[config.mk]
export PLATFORM = sky130hd
export DESIGN_NAME = m31_stream_accumulator_flat
export DESIGN_NICKNAME = d
export VERILOG_FILES = /design/src/rtl/m31_stream_accumulator_if.sv /design/src/rtl/m31_stream_accumulator.sv /design/src/flat_wrapper.sv
export SDC_FILE = /design/constraint.sdc
export NUM_CORES = 1
export LEC_CHECK = 0
export ABC_CLOCK_PERIOD_IN_PS = 5800
export CAP_MARGIN = 20
export CORE_MARGIN = 3
export CORE_UTILIZATION = 50
export CTS_CLUSTER_DIAMETER = 40
export DETAILED_ROUTE_END_ITERATION = 8
export HOLD_SLACK_MARGIN = 0.08
export PLACE_DENSITY = 0.72
export SYNTH_ARGS = -nofsm -noshare
export SYNTH_HDL_FRONTEND = slang
export SYNTH_SLANG_ARGS = --single-unit
[constraint.sdc]
create_clock -name clk -period 5.8 [get_ports clk]
set_input_delay 0.87 -clock clk [delete_from_list [all_inputs] [get_ports clk]]
set_output_delay 0.87 -clock clk [all_outputs]
set_load 0.05 [all_outputs]
[src/rtl/m31_stream_accumulator_if.sv]
// Stream port bundle for the M31 accumulator: element input stream plus packet-sum output.
// The master modport is the producer/consumer side; the slave modport is the accumulator.
interface m31_stream_accumulator_if #(
  parameter int DATA_WIDTH  = 31,
  parameter int COUNT_WIDTH = 16
);
  logic                   in_valid;
  logic                   in_ready;
  logic [DATA_WIDTH-1:0]  in_data;
  logic                   in_last;
  logic                   out_valid;
  logic                   out_ready;
  logic [DATA_WIDTH-1:0]  out_data;
  logic [COUNT_WIDTH-1:0] out_count;

  modport master (
    output in_valid, in_data, in_last, out_ready,
    input  in_ready, out_valid, out_data, out_count
  );

  modport slave (
    input  in_valid, in_data, in_last, out_ready,
    output in_ready, out_valid, out_data, out_count
  );
endinterface

[src/rtl/m31_stream_accumulator.sv]
// Sums a packetised stream of Mersenne-31 elements, one canonical result per packet.
// Latency: last beat at edge N -> result valid in cycle N+1; one beat per cycle, no bubbles.
// Backpressure: in_ready drops while a result is held and out_ready is low.
module m31_stream_accumulator #(
  parameter int DATA_WIDTH  = 31,
  parameter int COUNT_WIDTH = 16
) (
  input  logic                          clk,
  input  logic                          rst_n,
  input  logic                          clear,
  m31_stream_accumulator_if.slave       s
);

  localparam logic [DATA_WIDTH-1:0]  P       = {DATA_WIDTH{1'b1}};
  localparam logic [COUNT_WIDTH-1:0] CNT_MAX = {COUNT_WIDTH{1'b1}};

  logic [DATA_WIDTH-1:0]  r_acc;
  logic [COUNT_WIDTH-1:0] r_cnt;
  logic                   r_out_valid;
  logic [DATA_WIDTH-1:0]  r_out_data;
  logic [COUNT_WIDTH-1:0] r_out_count;

  logic                   w_in_ready;
  logic                   w_accept;
  logic [DATA_WIDTH:0]    w_sum;
  logic [DATA_WIDTH-1:0]  w_fold;
  logic [DATA_WIDTH-1:0]  w_red;
  logic [COUNT_WIDTH-1:0] w_cnt_inc;

  // Ready depends only on reset, clear and the output side, never on the input beat.
  assign w_in_ready = rst_n && !clear && (!r_out_valid || s.out_ready);
  assign w_accept   = s.in_valid && w_in_ready;

  // acc <= p-1 and in_data <= p, so the folded value never exceeds p and one compare finishes it.
  assign w_sum     = {1'b0, r_acc} + {1'b0, s.in_data};
  assign w_fold    = w_sum[DATA_WIDTH-1:0] + {{(DATA_WIDTH-1){1'b0}}, w_sum[DATA_WIDTH]};
  assign w_red     = (w_fold == P) ? '0 : w_fold;
  assign w_cnt_inc = (r_cnt == CNT_MAX) ? r_cnt : r_cnt + 1'b1;

  always_ff @(posedge clk or negedge rst_n) begin
    if (!rst_n) begin
      r_acc       <= '0;
      r_cnt       <= '0;
      r_out_valid <= 1'b0;
      r_out_data  <= '0;
      r_out_count <= '0;
    end else if (clear) begin
      r_acc       <= '0;
      r_cnt       <= '0;
      r_out_valid <= 1'b0;
    end else begin
      if (w_accept && s.in_last) begin
        r_out_data  <= w_red;
        r_out_count <= w_cnt_inc;
        r_out_valid <= 1'b1;
        r_acc       <= '0;
        r_cnt       <= '0;
      end else begin
        if (w_accept) begin
          r_acc <= w_red;
          r_cnt <= w_cnt_inc;
        end
        if (r_out_valid && s.out_ready) begin
          r_out_valid <= 1'b0;
        end
      end
    end
  end

  assign s.in_ready  = w_in_ready;
  assign s.out_valid = r_out_valid;
  assign s.out_data  = r_out_data;
  assign s.out_count = r_out_count;

endmodule

[src/flat_wrapper.sv]
// flat-port wrapper written by rule: the top's interface ports become plain ports
module m31_stream_accumulator_flat 
#(
  parameter int DATA_WIDTH  = 31,
  parameter int COUNT_WIDTH = 16
)
  (clk, rst_n, clear, s_in_valid, s_in_data, s_in_last, s_out_ready, s_in_ready, s_out_valid, s_out_data, s_out_count);
  m31_stream_accumulator_if #(.DATA_WIDTH(DATA_WIDTH), .COUNT_WIDTH(COUNT_WIDTH)) s_i ();
  input  logic clk;
  input  logic rst_n;
  input  logic clear;
  input wire logic [$bits(s_i.in_valid)-1:0] s_in_valid;
  input wire logic [$bits(s_i.in_data)-1:0] s_in_data;
  input wire logic [$bits(s_i.in_last)-1:0] s_in_last;
  input wire logic [$bits(s_i.out_ready)-1:0] s_out_ready;
  output wire logic [$bits(s_i.in_ready)-1:0] s_in_ready;
  output wire logic [$bits(s_i.out_valid)-1:0] s_out_valid;
  output wire logic [$bits(s_i.out_data)-1:0] s_out_data;
  output wire logic [$bits(s_i.out_count)-1:0] s_out_count;
  assign s_i.in_valid = s_in_valid;
  assign s_i.in_data = s_in_data;
  assign s_i.in_last = s_in_last;
  assign s_i.out_ready = s_out_ready;
  assign s_in_ready = s_i.in_ready;
  assign s_out_valid = s_i.out_valid;
  assign s_out_data = s_i.out_data;
  assign s_out_count = s_i.out_count;
  m31_stream_accumulator #(.DATA_WIDTH(DATA_WIDTH), .COUNT_WIDTH(COUNT_WIDTH)) u_core (.clk(clk), .rst_n(rst_n), .clear(clear), .s(s_i));
endmodule
# Word-level counts from Yosys, hierarchy flattened

Index checks and enable logic that the tools add are counted.

Bits in registers: 95
Latch bits: 0
Memory bits (writable): 0
Bits in read-only memories: 0
Output and inout port bits: 49
Word-level logic and storage cells: 33
Memories kept: 0

Add/subtract/negate cells: 3
Multiply operators: 0
Divide/modulo/power cells: 0
Magnitude comparators: 0
Equal/unequal tests: 2
Shift-type cells: 0
Multiplexer cells: 11
Bitwise operators: 1
Reduce and logical (&&, ||, !) cells: 11

Operator list:

| operator                                                         | number |
|---|---|
| 31-bit 2-to-1 mux                                                | 4 |
| 16-bit 2-to-1 mux                                                | 4 |
| 31-bit by 31-bit adder with 32-bit output                        | 1 |
| 31-bit by 1-bit adder with 31-bit output                         | 1 |
| 31-bit == test (second input constant)                           | 1 |
| 16-bit by 1-bit adder with 16-bit output (second input constant) | 1 |
| 16-bit == test (second input constant)                           | 1 |
| 3-bit nonzero test                                               | 2 |
| 1-bit logical AND                                                | 5 |
| 1-bit 2-to-1 mux                                                 | 3 |
| 1-bit logical NOT                                                | 2 |
| 2-bit AND reduction                                              | 1 |
| 1-bit logical OR                                                 | 1 |
| 1-bit inverter                                                   | 1 |

# Logic depth before layout (Yosys ltp)

Depth after elaboration: 7
Mapped depth: 24

# Worst setup path before layout

No wires, ideal clock.

Path kind: input to register
Start point: input port s_in_data[14]
End point: register u_core.r_acc[10]
Arrival time: 5.498 ns
Data required time: 5.682 ns
Slack: 0.183 ns
Cell stages on the path: 24
Buffers on the path: 3
Path through: ha_1 > clkbuf_1 > and4_1 > o211ai_1 > a211o_1 > a311oi_1 > o31a_1 > o21a_1 > o21ai_0 > nand2b_1 > ha_1 > ha_1 > nand2_1 > nor2_1 > o2111a_1 > nand2_1 > or4_1 > a221oi_1 > nor4b_2 > o2111ai_1 > nor4_4 > buf_6 > buf_8 > o21ai_2

Longest elaborated chain between the ends: 7

RTL lines:

| item                                          | line                         | source |
|---|---|---|
| start, declared                               | flat_wrapper.sv:13           | `input wire logic [$bits(s_i.in_data)-1:0] s_in_data;` |
| 31-bit by 31-bit adder with 32-bit output (*) | m31_stream_accumulator.sv:35 | `assign w_sum = {1'b0, r_acc} + {1'b0, s.in_data};` |
| 31-bit by 1-bit adder with 31-bit output (*)  | m31_stream_accumulator.sv:36 | `assign w_fold = w_sum[DATA_WIDTH-1:0] + {{(DATA_WIDTH-1){1'b0}}, w_sum[DATA_WIDTH]};` |
| 31-bit == test                                | m31_stream_accumulator.sv:37 | `assign w_red = (w_fold == P) ? '0 : w_fold;` |
| 31-bit 2-to-1 mux (*)                         | m31_stream_accumulator.sv:37 |  |
| 31-bit 2-to-1 mux (*)                         | m31_stream_accumulator.sv:59 | `if (w_accept) begin` |
| 31-bit 2-to-1 mux (*)                         | m31_stream_accumulator.sv:52 | `if (w_accept && s.in_last) begin` |
| 31-bit 2-to-1 mux (*)                         | m31_stream_accumulator.sv:47 | `end else if (clear) begin` |
| end signal, assigned                          | m31_stream_accumulator.sv:60 | `r_acc <= w_red;` |
| end, declared                                 | m31_stream_accumulator.sv:17 | `logic [DATA_WIDTH-1:0] r_acc;` |

Mark *: on every way between the ends. The rest lies on a longest branch, timed or not. The select of a mux whose other input is x is not followed.
A chain may end at the register's enable or synchronous reset.

# Worst setup path after layout

Start point: input port s_in_data[0]
End point: register u_core.r_acc[17]

Same word-level chain as after synthesis.

==> impl_metrics.tcl <==
set metrics [dict create \
    cts_sinks 95 \
    insertion_delay_ns 0.35 \
    yosysTopAreaCell "dfrtp_1" \
    fp-row-count 43 \
    avgViaCountPerCell 6.09 \
    antenna_found_initial 0 \
    tritoncts "built" \
    r2r-end "u_core.r_acc[17]$_DFFE_PN0P_" \
    fin_cells 1269 \
    hp-class "in2async" \
    hold_viol 0 \
    worst_pin_slew_ns 1.14 \
    drv_slew 0 \
    h-tree-depth 3 \
    r2r_cells 24 \
    cts_buffers 9 \
    synth_warnings 0 \
    async_flop_share 1.00 \
    num_vias 7723 \
    syn_to_final_growth_pct 34.9 \
    slew-limit-headroom 0.227 \
    ys_top_cells_by_area "dfrtp_1 (32%), nand2_1 (10%), ha_1 (5.8%), xnor2_1 (3.4%), o21ai_0 (3.0%)" \
    ant_nets 0 \
    start_kind "primary input" \
    drt-pass1-iter-count 7 \
    leakage_nw 4.43 \
    cts-root-buf "clkbuf_16" \
    routed_wl_um 23000 \
    power.density_mw_per_mm2 228 \
    irDropWorstVdd_uv 204 \
    start_util 0.521 \
    cp.required_ns 6.00 \
    nets 1156 \
    yosys-top-cells-count "nand2_1 (201), dfrtp_1 (95), nor2_1 (55)" \
    grtUsageMet3 0.0385 \
    synth_edf_count 0 \
    post-route-util 0.704 \
    syn_nets 979 \
    fp.dieW_um 127 \
    critPathArrivalTime_ns 5.84 \
    drive_above_1_share 0.212 \
    grt_overflow 0 \
    regToRegSetupSlack_ns 0.50 \
    drc_errors 0 \
    clk_pin_slew_worst_paths_ns 0.07 \
    synthCells 907 \
    worstSetupEndpointType "flip-flop" \
    grt_util_met2 0.442 \
    wl_per_cell_um 18.2 \
    grt_util_all_layers 0.276 \
    mappedNetlistArea_mm2 0.00738 \
    grt_pass1_vias 7229 \
    cap_violations 0 \
    n_antenna_cell 0 \
    ys.flop_type "dfrtp_1" \
    worstSetupPathType "in2reg" \
    busiest_layer "met2" \
    synth.most_common_cell "nand2_1" \
    core_area_mm2 0.0141 \
    use_met1 0.384 \
    grt_max_degree 73 \
    gp_congestion 0.929 \
    die_y_um 127 \
    initialDrtViolationCount 805 \
    layout_min_cycle_time_ns 5.65 \
    timing.rr.start "u_core.r_acc[18]$_DFFE_PN0P_" \
    fin_skew_ns 0.0121 \
    rsz0062_at_grt "yes" \
    synth_top_area_frac 0.322 \
    ys_types 88 \
    io-pin-count 86 \
    fillCellCount 1128 \
    clk_path_buf_depth 2 \
    dp_cells 1235 \
    critPathMaxFanout 6 \
    ys_ff_latch 95 \
    status "completed" \
    die_area_mm2 0.0162 \
    numPortBuffers 85 \
    fin_crit_sh 0.973 \
    max_freq_ghz 0.177 \
    dp_hpwl_um 16700 \
    setup_viol_count_final 0 \
    grt_pass1_wl_um 36400 \
    ys_seq_area_frac 0.322 \
    synth_area_per_cell_um2 8.13 \
]
## layout make-up
cell class                      instances  area (um2)  share of cell area
Sequential cell                        95        2380               0.239
Multi-Input combinational cell        755        5010               0.504
Tap cell                              180         225              0.0226
Inverter                                7        26.3             0.00264
Clock inverter                          5        85.1             0.00855
Clock buffer                           11         253              0.0254
Timing Repair Buffer                  216        1980               0.198
## timing repair
action,in CTS,in global routing
cloned,2,1
pin swaps,15,30
hold buffers,0,0
setup buffers,5,10
endpoints found under the setup margin,60,62
gates resized for setup,18,56
## cells by family (layout without fill, tap and decap cells)
family                   count (synthesis)  count (layout)  share of synthesized area
buffers and inverters                   57             239                     0.0346
multiplexers                             7               7                    0.00984
AND/OR/NAND/NOR                        404             404                      0.266
flip-flops                              95              95                      0.322
AO/OA/AOI/OAI                          262             262                      0.251
XOR/XNOR                                47              47                     0.0568
adder cells (fa/ha/maj)                 35              35                     0.0604
## power breakdown
part,leakage (nW),internal (W),switching (W)
sequential,1.27,0.000725,0.0000443
combinational,2.99,0.000309,0.000512
clock,0.163,0.000405,0.000274
## metrics by stage
step | power, W | TNS (ns) | hold WS (ns) | setup WS [ns] | area (um2)
floorplan | 0.00126 | 0 | 0.453 | 0.183 | 7380
global placement | 0.00156 | -20.85 | 0.462 | -0.380 | 9090
detailed placement | 0.00157 | -26.82 | 0.466 | -0.491 | 9090
CTS | 0.00225 | 0 | 0.442 | 0.0561 | 9600
global route | 0.00236 | -0.831 | 0.449 | -0.0648 | 9950
finish | 0.00227 | 0 | 0.434 | 0.154 | 9950
## state kept, by name, indices dropped and copies added (netlist names)
register and count:
u_core.s.out_count 16, u_core.s.out_data 31, u_core.s.out_valid 1, u_core.r_cnt 16, u_core.r_acc 31
## routing by layer
layer / vias up / wire length [um]
met5: - / 0
met4: 0 / 698
met3: 49 / 1250
met2: 304 / 10800
met1: 3702 / 10300
li1: 3668 / -
## layout by cell type (no fill, tap or decap), drive strengths merged, types with 5 or more instances in the layout
cell	n
nor2	55
a31oi	6
o21ai	98
a21oi	32
a22oi	5
dfrtp	95
o211ai	8
xnor2	30
o31ai	22
nor3	17
buf	130
and2	11
and4	9
or2	5
o21a	9
nor4	10
xor2	17
a211oi	9
clkdlybuf4s50	63
or3	7
dlymetal6s2s	21
and3	13
nor3b	5
a211o	6
a21o	17
nand2	201
nand3	28
inv	9
clkbuf	13
nand4	23
ha	34
mux2i	5
## critical path, cell delays in order
cell	delay (ns)
clkdlybuf4s50_1	0.48
ha_2	0.20
a211oi_2	0.09
o21ba_2	0.24
a211o_1	0.31
a311oi_2	0.29
o31a_1	0.18
o21a_1	0.15
o21ai_1	0.06
nand2b_1	0.13
ha_2	0.24
ha_4	0.16
nand2_4	0.05
nor2_4	0.12
o2111a_2	0.24
nand2_2	0.08
or4_4	0.44
a221oi_2	0.28
nor4b_4	0.24
o2111ai_2	0.16
nor4_4	0.30
buf_4	0.19
buf_6	0.14
buf_12	0.13
o31ai_1	0.08
## how the worst max path moves through the flow
stage,from,to,slack (ns),cells after the start
3_3_place_gp,s_in_data[4],u_core.s.out_data[18]$_DFFE_PN0P_,-0.38,24
6_report,s_in_data[0],u_core.r_acc[17]$_DFFE_PN0P_,0.15,25
2_1_floorplan,s_in_data[14],u_core.r_acc[10]$_DFFE_PN0P_,0.18,24
3_5_place_dp,s_in_data[12],u_core.s.out_data[18]$_DFFE_PN0P_,-0.49,23
4_1_cts,s_in_data[1],u_core.s.out_data[18]$_DFFE_PN0P_,0.06,22
5_1_grt,s_in_data[0],u_core.r_acc[18]$_DFFE_PN0P_,-0.06,24
Note: power is estimated with default switching activity, not from simulation.
